## config.mk

```make
export PLATFORM = sky130hd
export DESIGN_NAME = adc_scan_scheduler
export DESIGN_NICKNAME = d
export VERILOG_FILES = /design/src/rtl/adc_pkg.sv /design/src/rtl/adc_next_chan.sv /design/src/rtl/adc_scan_scheduler.sv
export SDC_FILE = /design/constraint.sdc
export NUM_CORES = 1
export LEC_CHECK = 0
export BUFFER_PORTS_ARGS = -buffer_cell sky130_fd_sc_hd__buf_2
export CAP_MARGIN = 40
export CORE_ASPECT_RATIO = 0.6
export CORE_MARGIN = 2
export CORE_UTILIZATION = 35
export CTS_CLUSTER_SIZE = 10
export DETAILED_ROUTE_END_ITERATION = 6
export GPL_TIMING_DRIVEN = 0
export PLACE_DENSITY = 0.56
export SLEW_MARGIN = 10
export SYNTH_ARGS = -nofsm -noshare
export SYNTH_HDL_FRONTEND = slang
export SYNTH_HIERARCHICAL = 1
export SYNTH_SLANG_ARGS = --single-unit
```

## constraint.sdc

```tcl
create_clock -name clk -period 9.4 [get_ports clk]
set_input_delay 1.41 -clock clk [delete_from_list [all_inputs] [get_ports clk]]
set_output_delay 1.41 -clock clk [all_outputs]
set_load 0.005 [all_outputs]
```

## src/rtl/adc_pkg.sv

```systemverilog
// Shared types and constants for the ADC scan scheduler.
// Latency: none; declarations only.
// Backpressure: not applicable.
package adc_pkg;
    localparam int NUM_CH = 8;
    localparam int CH_W   = 3;
    localparam int RES_W  = 12;

    typedef logic [CH_W-1:0]  chan_t;
    typedef logic [RES_W-1:0] sample_t;

    typedef enum logic [1:0] {
        IDLE,
        PRIME,
        SCAN
    } sched_state_t;
endpackage

```

## src/rtl/adc_next_chan.sv

```systemverilog
// Finds the next enabled channel strictly above cur, wrapping; cur itself is the last candidate.
// Latency: combinational.
// Backpressure: not applicable.
module adc_next_chan
    import adc_pkg::*;
(
    input  logic [NUM_CH-1:0] mask,
    input  chan_t             cur,
    output chan_t             nxt,
    output logic              none_set
);

    // Walk candidates from farthest to nearest so the nearest set bit is the final assignment.
    always_comb begin
        nxt      = cur;
        none_set = (mask == '0);
        for (int i = NUM_CH; i >= 1; i--) begin
            if (mask[cur + chan_t'(i)]) begin
                nxt = cur + chan_t'(i);
            end
        end
    end

endmodule

```

## src/rtl/adc_scan_scheduler.sv

```systemverilog
// Round-robin ADC channel sequencer with one-frame result tagging and per-channel averaging.
// Latency: res_valid one cycle after the frame_done that completes 2^AVG_LOG2 samples.
// Backpressure: none; at most one result per frame, bank and fresh flags readable any time.
module adc_scan_scheduler #(
    parameter int NUM_CH   = 8,
    parameter int AVG_LOG2 = 2,
    parameter int RES_W    = 12
) (
    input  logic              clk,
    input  logic              reset_n,
    input  logic              enable,
    input  logic [NUM_CH-1:0] ch_mask,
    input  logic              frame_done,
    input  logic [RES_W-1:0]  adc_result,
    output logic [2:0]        chan_sel,
    output logic              res_valid,
    output logic [2:0]        res_ch,
    output logic [RES_W-1:0]  res_data,
    input  logic [2:0]        rd_ch,
    output logic [RES_W-1:0]  rd_data,
    input  logic              rd_ack,
    output logic [NUM_CH-1:0] fresh,
    output logic              busy
);
    import adc_pkg::*;

    localparam int NAVG  = 1 << AVG_LOG2;
    localparam int CW    = (AVG_LOG2 > 0) ? AVG_LOG2 : 1;
    localparam int ACC_W = RES_W + AVG_LOG2;
    localparam logic [CW-1:0] LAST = CW'(NAVG - 1);

    sched_state_t      state, state_nxt;
    chan_t             cfg_prev, scan_cur, nxt_ch;
    logic              none_set, start, stop, run, sample, wr_en;
    logic [CW-1:0]     vis_cnt, acc_cnt;
    logic [ACC_W-1:0]  acc, acc_total;
    logic [RES_W-1:0]  avg;
    logic [RES_W-1:0]  bank [NUM_CH];
    logic [NUM_CH-1:0] wr_mask, ack_mask;

    // From IDLE, searching above channel 7 yields the lowest enabled channel.
    assign scan_cur = (state == IDLE) ? chan_t'(NUM_CH - 1) : chan_t'(chan_sel);

    adc_next_chan u_next (
        .mask     (ch_mask),
        .cur      (scan_cur),
        .nxt      (nxt_ch),
        .none_set (none_set)
    );

    // State register.
    always_ff @(posedge clk or negedge reset_n) begin
        if (!reset_n) state <= IDLE;
        else          state <= state_nxt;
    end

    // Next-state logic: all transitions happen on frame_done only.
    always_comb begin
        state_nxt = state;
        start     = 1'b0;
        stop      = 1'b0;
        if (frame_done) begin
            unique case (state)
                IDLE: begin
                    if (enable && !none_set) begin
                        state_nxt = PRIME;
                        start     = 1'b1;
                    end
                end
                PRIME, SCAN: begin
                    if (!enable || none_set) begin
                        state_nxt = IDLE;
                        stop      = 1'b1;
                    end else begin
                        state_nxt = SCAN;
                    end
                end
                default: state_nxt = IDLE;
            endcase
        end
    end

    // The frame ending in PRIME carries a result for no scheduled channel, so only SCAN samples.
    assign run       = frame_done && (state != IDLE) && !stop;
    assign sample    = run && (state == SCAN);
    assign acc_total = acc + ACC_W'(adc_result);
    assign avg       = RES_W'(acc_total >> AVG_LOG2);
    assign wr_en     = sample && (acc_cnt == LAST);
    assign wr_mask   = wr_en  ? (NUM_CH'(1) << cfg_prev) : '0;
    assign ack_mask  = rd_ack ? (NUM_CH'(1) << rd_ch)    : '0;
    assign rd_data   = bank[rd_ch];
    assign busy      = (state != IDLE);

    // Channel sequencing, pipeline tag and accumulation.
    always_ff @(posedge clk or negedge reset_n) begin
        if (!reset_n) begin
            chan_sel  <= '0;
            cfg_prev  <= '0;
            vis_cnt   <= '0;
            acc       <= '0;
            acc_cnt   <= '0;
            res_valid <= 1'b0;
            res_ch    <= '0;
            res_data  <= '0;
        end else begin
            res_valid <= 1'b0;
            if (start || stop) begin
                acc     <= '0;
                acc_cnt <= '0;
                if (start) begin
                    chan_sel <= nxt_ch;
                    vis_cnt  <= '0;
                end
            end else if (run) begin
                cfg_prev <= chan_t'(chan_sel);
                if (vis_cnt == LAST) begin
                    chan_sel <= nxt_ch;
                    vis_cnt  <= '0;
                end else begin
                    vis_cnt <= vis_cnt + CW'(1);
                end
                if (sample) begin
                    if (wr_en) begin
                        res_valid <= 1'b1;
                        res_ch    <= cfg_prev;
                        res_data  <= avg;
                        acc       <= '0;
                        acc_cnt   <= '0;
                    end else begin
                        acc     <= acc_total;
                        acc_cnt <= acc_cnt + CW'(1);
                    end
                end
            end
        end
    end

    // Result bank and fresh flags; a write beats a simultaneous rd_ack to the same channel.
    always_ff @(posedge clk or negedge reset_n) begin
        if (!reset_n) begin
            for (int i = 0; i < NUM_CH; i++) bank[i] <= '0;
            fresh <= '0;
        end else begin
            if (wr_en) bank[cfg_prev] <= avg;
            fresh <= (fresh & ~ack_mask) | wr_mask;
        end
    end

endmodule

```

After elaboration in Yosys (flattened, before gate mapping) --
Index checks and enable logic that the tools add are counted.
Storage, ports and cells: bits in registers 146, bits of input ports 28, output and inout bits 40, logic and storage cells 135
Operators by class: $add $sub $neg 10, $lt $le $gt $ge 10, eq/ne operators 6, shifts and indexed selects 2, muxes and demuxes 59, bitwise gates (word level) 6, reductions and logical operators 24
Operator list (number):
- 96-bit bitwise mux | 1
- 14-bit 2-to-1 mux | 4
- 12-bit binary-select mux with 3-bit select | 1
- 12-bit demux with 3-bit select | 1
- 12-bit 2-to-1 mux | 3
- 3-bit 2-to-1 mux | 12
- 3-bit by 4-bit less-than comparator with 1-bit output, second input constant | 7
- 1-bit binary-select mux with 3-bit select | 7
- 2-bit 2-to-1 mux | 10
- 1-bit 2-to-1 mux | 17
- 8-bit 2-to-1 mux | 2
- 1-bit by 3-bit left shift with 8-bit output, first input constant | 2
- 14-bit by 12-bit adder with 14-bit output | 1
- 3-bit adder, second input constant | 4
- 8-bit bitwise AND | 1
- 4-bit >= comparator, second input constant | 2
- 8-bit logical NOT | 1
- 3-bit NOT with 4-bit output | 2
- 8-bit NOT | 1
- 8-bit bitwise OR | 1
- 2-bit AND reduction | 4
- 2-bit nonzero test | 4
- 3-bit by 2-bit adder with 3-bit output, second input constant | 2
- 2-bit equality test, second input constant | 3
- other kinds (15) | 24

Logic depth before layout (Yosys ltp) --
Gate-level depths: netlist of run 1.
depth after elaboration 15, gate-level depth with buffers 14, depth with buffers taken out 12

Hierarchy --
Netlist of run 1, hierarchy kept.
Modules (own cells, without submodules):
- adc_scan_scheduler | instances 1, cells each 615, area each 6673.9 um^2, sequential area each 3653.5 um^2
- adc_next_chan | instances 1, cells each 101, area each 907.1 um^2, sequential area each 0.0 um^2

Least setup slack after synthesis of run 1 --
Ideal clock, no wire load.
path type input to output, from in rd_ch[0], to out rd_data[0], data arrival time 2.803 ns, data required time 7.990 ns, setup slack 5.187 ns, stages 4, path buffers 2, path through buf_2 buf_2 mux4_2 mux2_2
On the way: longest elaborated chain between the ends 4
Ends and longest elaborated chain:
- start, declared | RTL line adc_scan_scheduler.sv:19 | input logic [2:0] rd_ch,
- 3-bit NOT with 4-bit output (implied by the code) | RTL line adc_scan_scheduler.sv:91 | assign rd_data = bank[rd_ch];
- 12-bit binary-select mux with 3-bit select | RTL line adc_scan_scheduler.sv:91
- 12-bit 2-to-1 mux (implied by the code) (2 in a row) | RTL line adc_scan_scheduler.sv:91
- end, declared | RTL line adc_scan_scheduler.sv:20 | output logic [RES_W-1:0] rd_data,
Every way passes these cells. The select of a mux whose other input is x is not followed.

Final worst setup path of run 1 --
from in rd_ch[1], to out rd_data[0]
The elaborated chain is that of the path after synthesis.

==> impl_results.md, run 1 <==
* Number of I/O port buffers at 64
* Main synth FF type: dfrtp_1
* RSZ-0062 raised after global routing: false
* Std-Cell Rows at 41
* Synth Area per Inst at 10.59 um^2
* Die Wd at 194 um
* Via count at 5,934
* Worst setup SP type: input pin
* Fmax at 211.6 MHz
* Metal2 WL at 8.173 mm
* Vias per inst at 5.399
* Synth async-reset ratio at 100.0%
* Status: complete, no violations
* Starting DRT DRC Count at 493
* Die area at 0.02289 mm^2
* Syn nets at 764
* Core area at 0.02114 mm^2
* Wire length per cell at 19.54 um
* Fin nets at 855
* # setup viols final at 0
* Library cells used by synthesis at 63
* Final Max Tran Viols at 0
* Largest stage delay, worst path at 0.63 ns
* Final period util at 50.28%
* Mapped cell area at 0.007581 mm^2
* Synth area leader: dfrtp_1
* Area growth, synth to finish at 17.76%
* DRT Wirelength at 21.48 mm
* Crit path time final at 4.726 ns
* Crit Path Category: in2out
* Antenna Violating Nets Remaining at 0
* Number of global-route vias before repair at 5,652
* Arr. time, crit path at 3.32 ns
* Worst EP required at 7.99 ns
* #FFs+latches synth at 146
* Worst-Skew Late Latency at 0.43 ns
* Leak at 4.152 nW
* Cts repair resizes at 0
* TritonCTS Buffers at 17
* Dpl hpwl at 15.52 mm
* H-tree levels at 4
* TritonCTS clock tree: yes
* Post-Synthesis Cells at 716
* Post-placement cell count at 1,067
* Power Total at 2.433 mW
* Slowest CP cell: buf_1
* Clock root buffer: clkbuf_16
* Sequential share of the synthesized area at 48.19%
* Met3 wire len at 1.637 mm
* Crit. End Element: output pin
* Clock sink count at 146
* Worst Tran Pin Value at 0.7723 ns
* Slew HR at 48.26%
* Initial Utilization at 35.87%
* DRT Pass-1 Iters at 4
* Commonest non-fill, non-tap cells in the layout: nand2_1 (159), dfrtp_1 (146), o21ai_0 (134), buf_2 (70), mux4_2 (31)
* Crit path cell chain: clkbuf_1, buf_1, mux4_2, mux2_2, buf_2
* Gr usage total at 19.52%
* Antenna Cells at 0
* Worst hold path type: reg2reg
* Power per cell area at 272.5 mW/mm^2
* Setup TNS at 0 ns
* Clk_skew at 0.007727 ns
* Commonest non-fill, non-tap cell in the layout: nand2_1
* Setup bufs post-CTS at 0
* Largest net degree at the start of global routing at 86
* Critical Path Fanout Max at 10
* Longest Clk Path Bufs at 2
* Grt ovf at 0
* Initial antenna violation count at 0
* Max Cap Viol at 0
* Worst IR Drop VDD at 0.1375 mV
* Number of flops mapped to enable cells by yosys at 0
* Synth warn at 6
* Top cell type's share of synthesized area at 48.19%
* Die Ht at 118 um
* First-pass GRT wire length at 34.22 mm
* Post-Layout Cell Count at 1,099
* Share of layout cells above drive strength 1 at 22.93%
* # hold bufs at CTS at 0
* Top Metal Used: met4
* GP Congestion at 0.8973
* I/O Pins at 68
* Final Hold Vio Count at 0
* Top cells by area, synth: dfrtp_1 (48%), mux4_2 (9.2%), o21ai_0 (8.8%)
* Reg clk slew, reported paths at 0.06 ns
* DRC at 0
* Metal-1 WL at 11.41 mm
where the power goes:
| group | internal [mW] | switching, mW |
|---|---|---|
| clock | 0.395 | 0.293 |
| combinational | 0.409 | 0.624 |
| sequential | 0.672 | 0.0402 |
| total | 1.48 | 0.957 |
path summary, 6_finish.rpt:
check                          from  slack (ns)           to  depth (start not counted)
setup / recovery           rd_ch[1]        4.67   rd_data[0]                          5
hold / removal              bank[4]        0.47      bank[4]                          2
setup reg to reg           state[0]        5.65  chan_sel[0]                         14
hold reg to reg             bank[4]        0.47      bank[4]                          2
max in group asynchronous   reset_n        7.65      acc[10]                          2
min in group asynchronous   reset_n        0.90     bank[43]                          1
cells by family after synthesis:
| kind of cell | synth area share, % |
|---|---|
| buffers and inverters | 2.904 |
| muxes | 15.66 |
| adders and majority gates | 3.400 |
| AOI/OAI and AO/OA | 15.40 |
| and+or+nand+nor | 11.95 |
| xor gates and xnor gates | 2.492 |
| DFF | 48.19 |
area by class of cell:
class,count,area [um^2]
inverter,15,56.30
timing repair buffer,72,410.4
clock inverter,14,157.7
fill,2063,12210
sequential,146,3654
buffer,37,163.9
clock buffer,18,429.2
multi-input combinational,518,3707
tap,279,349.1
synthesized netlist by cell type (3+ instances only):
cell,number
inv_1,14
o22ai_1,5
nand2_1,159
o211ai_1,6
mux2_2,26
mux2i_1,17
nor3b_1,3
a21oi_1,10
o21bai_1,4
ha_1,19
nand2b_1,6
xnor2_2,3
o21ai_0,134
xor2_1,5
a31oi_1,3
xnor2_1,6
or2_2,4
o31ai_1,3
nor2b_1,9
mux4_2,31
a21o_1,6
buf_2,7
nand4_1,3
dfrtp_1,146
clkbuf_1,23
nand3_1,7
nor2_1,12
buf_1,4
worst max-delay path, delay by kind of cell:
| kind | cells | cell delay [ns] |
|---|---|---|
| buffers and inverters | 3 | 1.13 |
| multiplexers | 2 | 0.76 |
layer usage:
layer | vias to the layer above | GRT usage (%)
met2 | 195 | 23.93
li1 | 2757 | -
met5 | - | 0
met1 | 2961 | 31.79
met3 | 21 | 6.103
met4 | 0 | 5.066
per-stage QoR:
step	worst slack (ns)	area, um^2	hold slack, ns	util, %
2_1_floorplan	5.187	7581	0.4446	-
3_3_place_gp	4.685	8250	0.4564	39.04
3_5_place_dp	4.637	8341	0.4650	39.46
4_1_cts	4.636	8927	0.4782	42.24
5_1_grt	4.576	8927	0.4957	42.24
6_report	4.674	8927	0.4736	42.24
sequential cells by signal, indices dropped and copies added (netlist names), 3 cells and up:
signal / count
chan_sel: 3
res_data: 12
res_ch: 3
bank: 96
cfg_prev: 3
acc: 14
fresh: 8
(Power assumes the default switching activity.)
==> inputs of run 2 (changes only) <==
Settings changed: ABC_AREA from default to 1.
Clock period 9.4 ns to 4.55 ns, I/O delays scaled along.
==> run 2 against run 1 <==
Compared with the run above: register-to-register slack lost 4.0 ns; clock skew increased by 0.0014 ns; worst hold slack got worse by 0.32 ns; combinational power is 110% higher; utilization is 0.65 points lower; synthesized area up 3.2%; sequential power rose by 110%; worst setup slack lost 3.5 ns; first-iteration DRC count grew 27%; clock power increased by 110%.
==> impl_results.md, run 2 <==
* Status: complete, no violations
* Reg clk slew, reported paths at 0.06 ns (about the same)
* #FFs+latches synth at 146 (unchanged)
* Worst-Skew Late Latency at 0.44 ns (about the same)
* Synth Area per Inst at 7.758 um^2 (-27%)
* # setup viols final at 0 (unchanged)
* Power per cell area at 557.8 mW/mm^2 (+100%)
* Crit Path Category: in2out
* DRT Pass-1 Iters at 5 (+1)
* Post-Layout Cell Count at 1,392 (+27%)
* Antenna Cells at 0 (unchanged)
* Die Wd at 197.0 um (+1.5%)
* Number of global-route vias before repair at 6,626 (+17%)
* Via count at 7,115 (+20%)
* Worst Tran Pin Value at 0.7780 ns (+0.005655 ns)
* First-pass GRT wire length at 39.25 mm (+15%)
* Count leader, synth: nand2_1
* Fin nets at 1,143 (+34%)
* Crit. End Element: output pin
* Mapped cell area at 0.007820 mm^2 (+3.2%)
* Largest net degree at the start of global routing at 99 (+15%)
* Initial antenna violation count at 0 (unchanged)
* Arr. time, crit path at 2.70 ns (-0.62 ns)
* Worst EP required at 3.87 ns (-4.12 ns)
* Commonest non-fill, non-tap cells in the layout: nand2_1 (367), dfrtp_1 (146), nand3_1 (94), inv_1 (91), buf_2 (72)
* Number of I/O port buffers at 66 (+3.1%)
* Antenna Violating Nets Remaining at 0 (unchanged)
* Synth top cells by count: nand2_1 (367), dfrtp_1 (146), nand3_1 (94), inv_1 (91), o21ai_0 (63)
* Worst hold path type: in2async
* Setup TNS at 0 ns (unchanged)
* Top cell type's share of synthesized area at 46.72% (-1.5 points)
* Worst IR Drop VDD at 0.3893 mV (+180%)
* Main synth FF type: dfrtp_1
* Placed cell areas at 0.008553 mm^2 (+2.6%)
* Synth async-reset ratio at 100.0% (unchanged)
* Vias per inst at 5.111 (-5.3%)
* Syn nets at 1,056 (+38%)
* Most flops, register: bank
* Die area at 0.02359 mm^2 (+3.1%)
* Fmax at 296.0 MHz
* GP Congestion at 0.8640 (-3.7%)
* DRC at 0 (unchanged)
* Dpl hpwl at 18.20 mm (+17%)
* I/O Pins at 68 (unchanged)
* Max Cap Viol at 0 (unchanged)
* Die Ht at 119.8 um (+1.5%)
* Worst setup SP type: input pin
* Area growth, synth to finish at 16.82%
* RSZ-0062 raised after global routing: false
* Library cells used by synthesis at 42 (-33%)
* Final Hold Vio Count at 0 (unchanged)
* Post-placement cell count at 1,362 (+28%)
* Initial Utilization at 35.60% (-0.27 points)
* Wire length per cell at 17.87 um (-8.6%)
* # hold bufs at CTS at 0 (unchanged)
* Core area at 0.02197 mm^2 (+3.9%)
* Longest Clk Path Bufs at 2 (unchanged)
* Final period util at 74.24%
* Setup bufs post-CTS at 0 (unchanged)
* Slew HR at 48.14% (-0.12 points)
* Top cells by area, synth: dfrtp_1 (47%), nand2_1 (18%), nand3_1 (6.0%)
* H-tree levels at 4 (unchanged)
* Largest regs: bank (96), acc (14), res_data (12)
* DRT Wirelength at 24.88 mm (+16%)
* Clk_skew at 0.009136 ns (+0.001409 ns)
* Leak at 4.893 nW (+18%)
* Gr usage total at 22.26% (+2.7 points)
* Clock root buffer: clkbuf_16
* Std-Cell Rows at 42 (+2.4%)
* Commonest non-fill, non-tap cell in the layout: nand2_1
* Starting DRT DRC Count at 626 (+27%)
* Final Max Tran Viols at 0 (unchanged)
* Synth warn at 6 (unchanged)
* Critical Path Fanout Max at 10 (unchanged)
* Post-Synthesis Cells at 1,008 (+41%)
* TritonCTS clock tree: yes
* Max reg flops at 96 (unchanged)
* Cell area after layout at 0.009135 mm^2 (+2.3%)
* Number of flops mapped to enable cells by yosys at 0 (unchanged)
* Synth area leader: dfrtp_1
* Grt ovf at 0 (unchanged)
* Sequential share of the synthesized area at 46.72% (-1.5 points)
* Share of layout cells above drive strength 1 at 14.38% (-8.6 points)
* TritonCTS Buffers at 17 (unchanged)
* Crit path time final at 3.378 ns
* Final Core Density at 41.59% (-0.65 points)
* Cts repair resizes at 0 (unchanged)
* Clock sink count at 146 (unchanged)
run 2: changes by cell type in the layout (fill, tap and decap cells not counted), sizes merged, moves of 17 or more:
cell and delta:
mux2 -26, nand3 +89, mux4 -32, inv +88, nand2 +218, a21oi +25, nor2 +43, mux2i -17
o21ai -56
run 2: layout make-up:
| class | count | area [um^2] |
|---|---|---|
| fill | 2342 | 12830 |
| clock buffer | 26 | 509.2 |
| timing repair buffer | 68 | 375.4 |
| inverter | 106 | 405.4 |
| buffer | 28 | 177.7 |
| sequential | 146 | 3654 |
| tap | 286 | 357.8 |
| clock inverter | 4 | 72.57 |
| multi-input combinational | 728 | 3583 |
run 2: final timing paths:
| kind | startpoint | cells past startpoint | slack [ns] | end |
|---|---|---|---|---|
| max in group asynchronous | reset_n | 2 | 3.55 | bank[67] |
| setup / recovery | rd_ch[1] | 7 | 1.17 | rd_data[10] |
| hold / removal | reset_n | 1 | 0.15 | fresh[6] |
| min in group clk | res_data[2] | 2 | 0.48 | res_data[2] |
| setup reg to reg | state[0] | 22 | 1.65 | chan_sel[0] |
| hold reg to reg | res_data[2] | 2 | 0.48 | res_data[2] |
run 2: cells by family after synthesis:
group / count (synthesis) / synth area share (%)
simple gates: 552 / 30.74
fa+ha+maj: 20 / 3.296
flops: 146 / 46.72
compound gates: 149 / 10.91
buf+inv: 134 / 7.456
xor+xnor: 7 / 0.8802
run 2: power breakdown:
part	internal, mW	switching, mW
logic	0.666	1.52
registers	1.40	0.0808
clock network	0.874	0.550
total	2.94	2.15
run 2: critical path, stage by stage:
cell,delay (ns)
buf_2,0.12
nand2_1,0.37
clkinv_1,0.51
buf_2,0.38
a22oi_1,0.23
a31oi_1,0.19
buf_2,0.21
run 2: per-layer routing:
layer / vias to the layer above / global-route usage [%] / share of wire, %
met5: - / 0 / 0
met1: 3421 / 37.22 / 55
met4: 0 / 5.592 / 1.0
met2: 223 / 27.76 / 37
met3: 15 / 4.806 / 6.9
li1: 3456 / - / -
run 2: per-stage QoR:
stage	hold slack (ns)	total power [mW]	worst slack (ns)
floorplan	0.3869	3.058	2.072
global placement	0.4602	3.653	0.4989
detailed placement	0.4650	3.671	1.242
CTS	0.1616	5.102	1.244
global route	0.1823	5.484	1.078
finish	0.1497	5.096	1.172
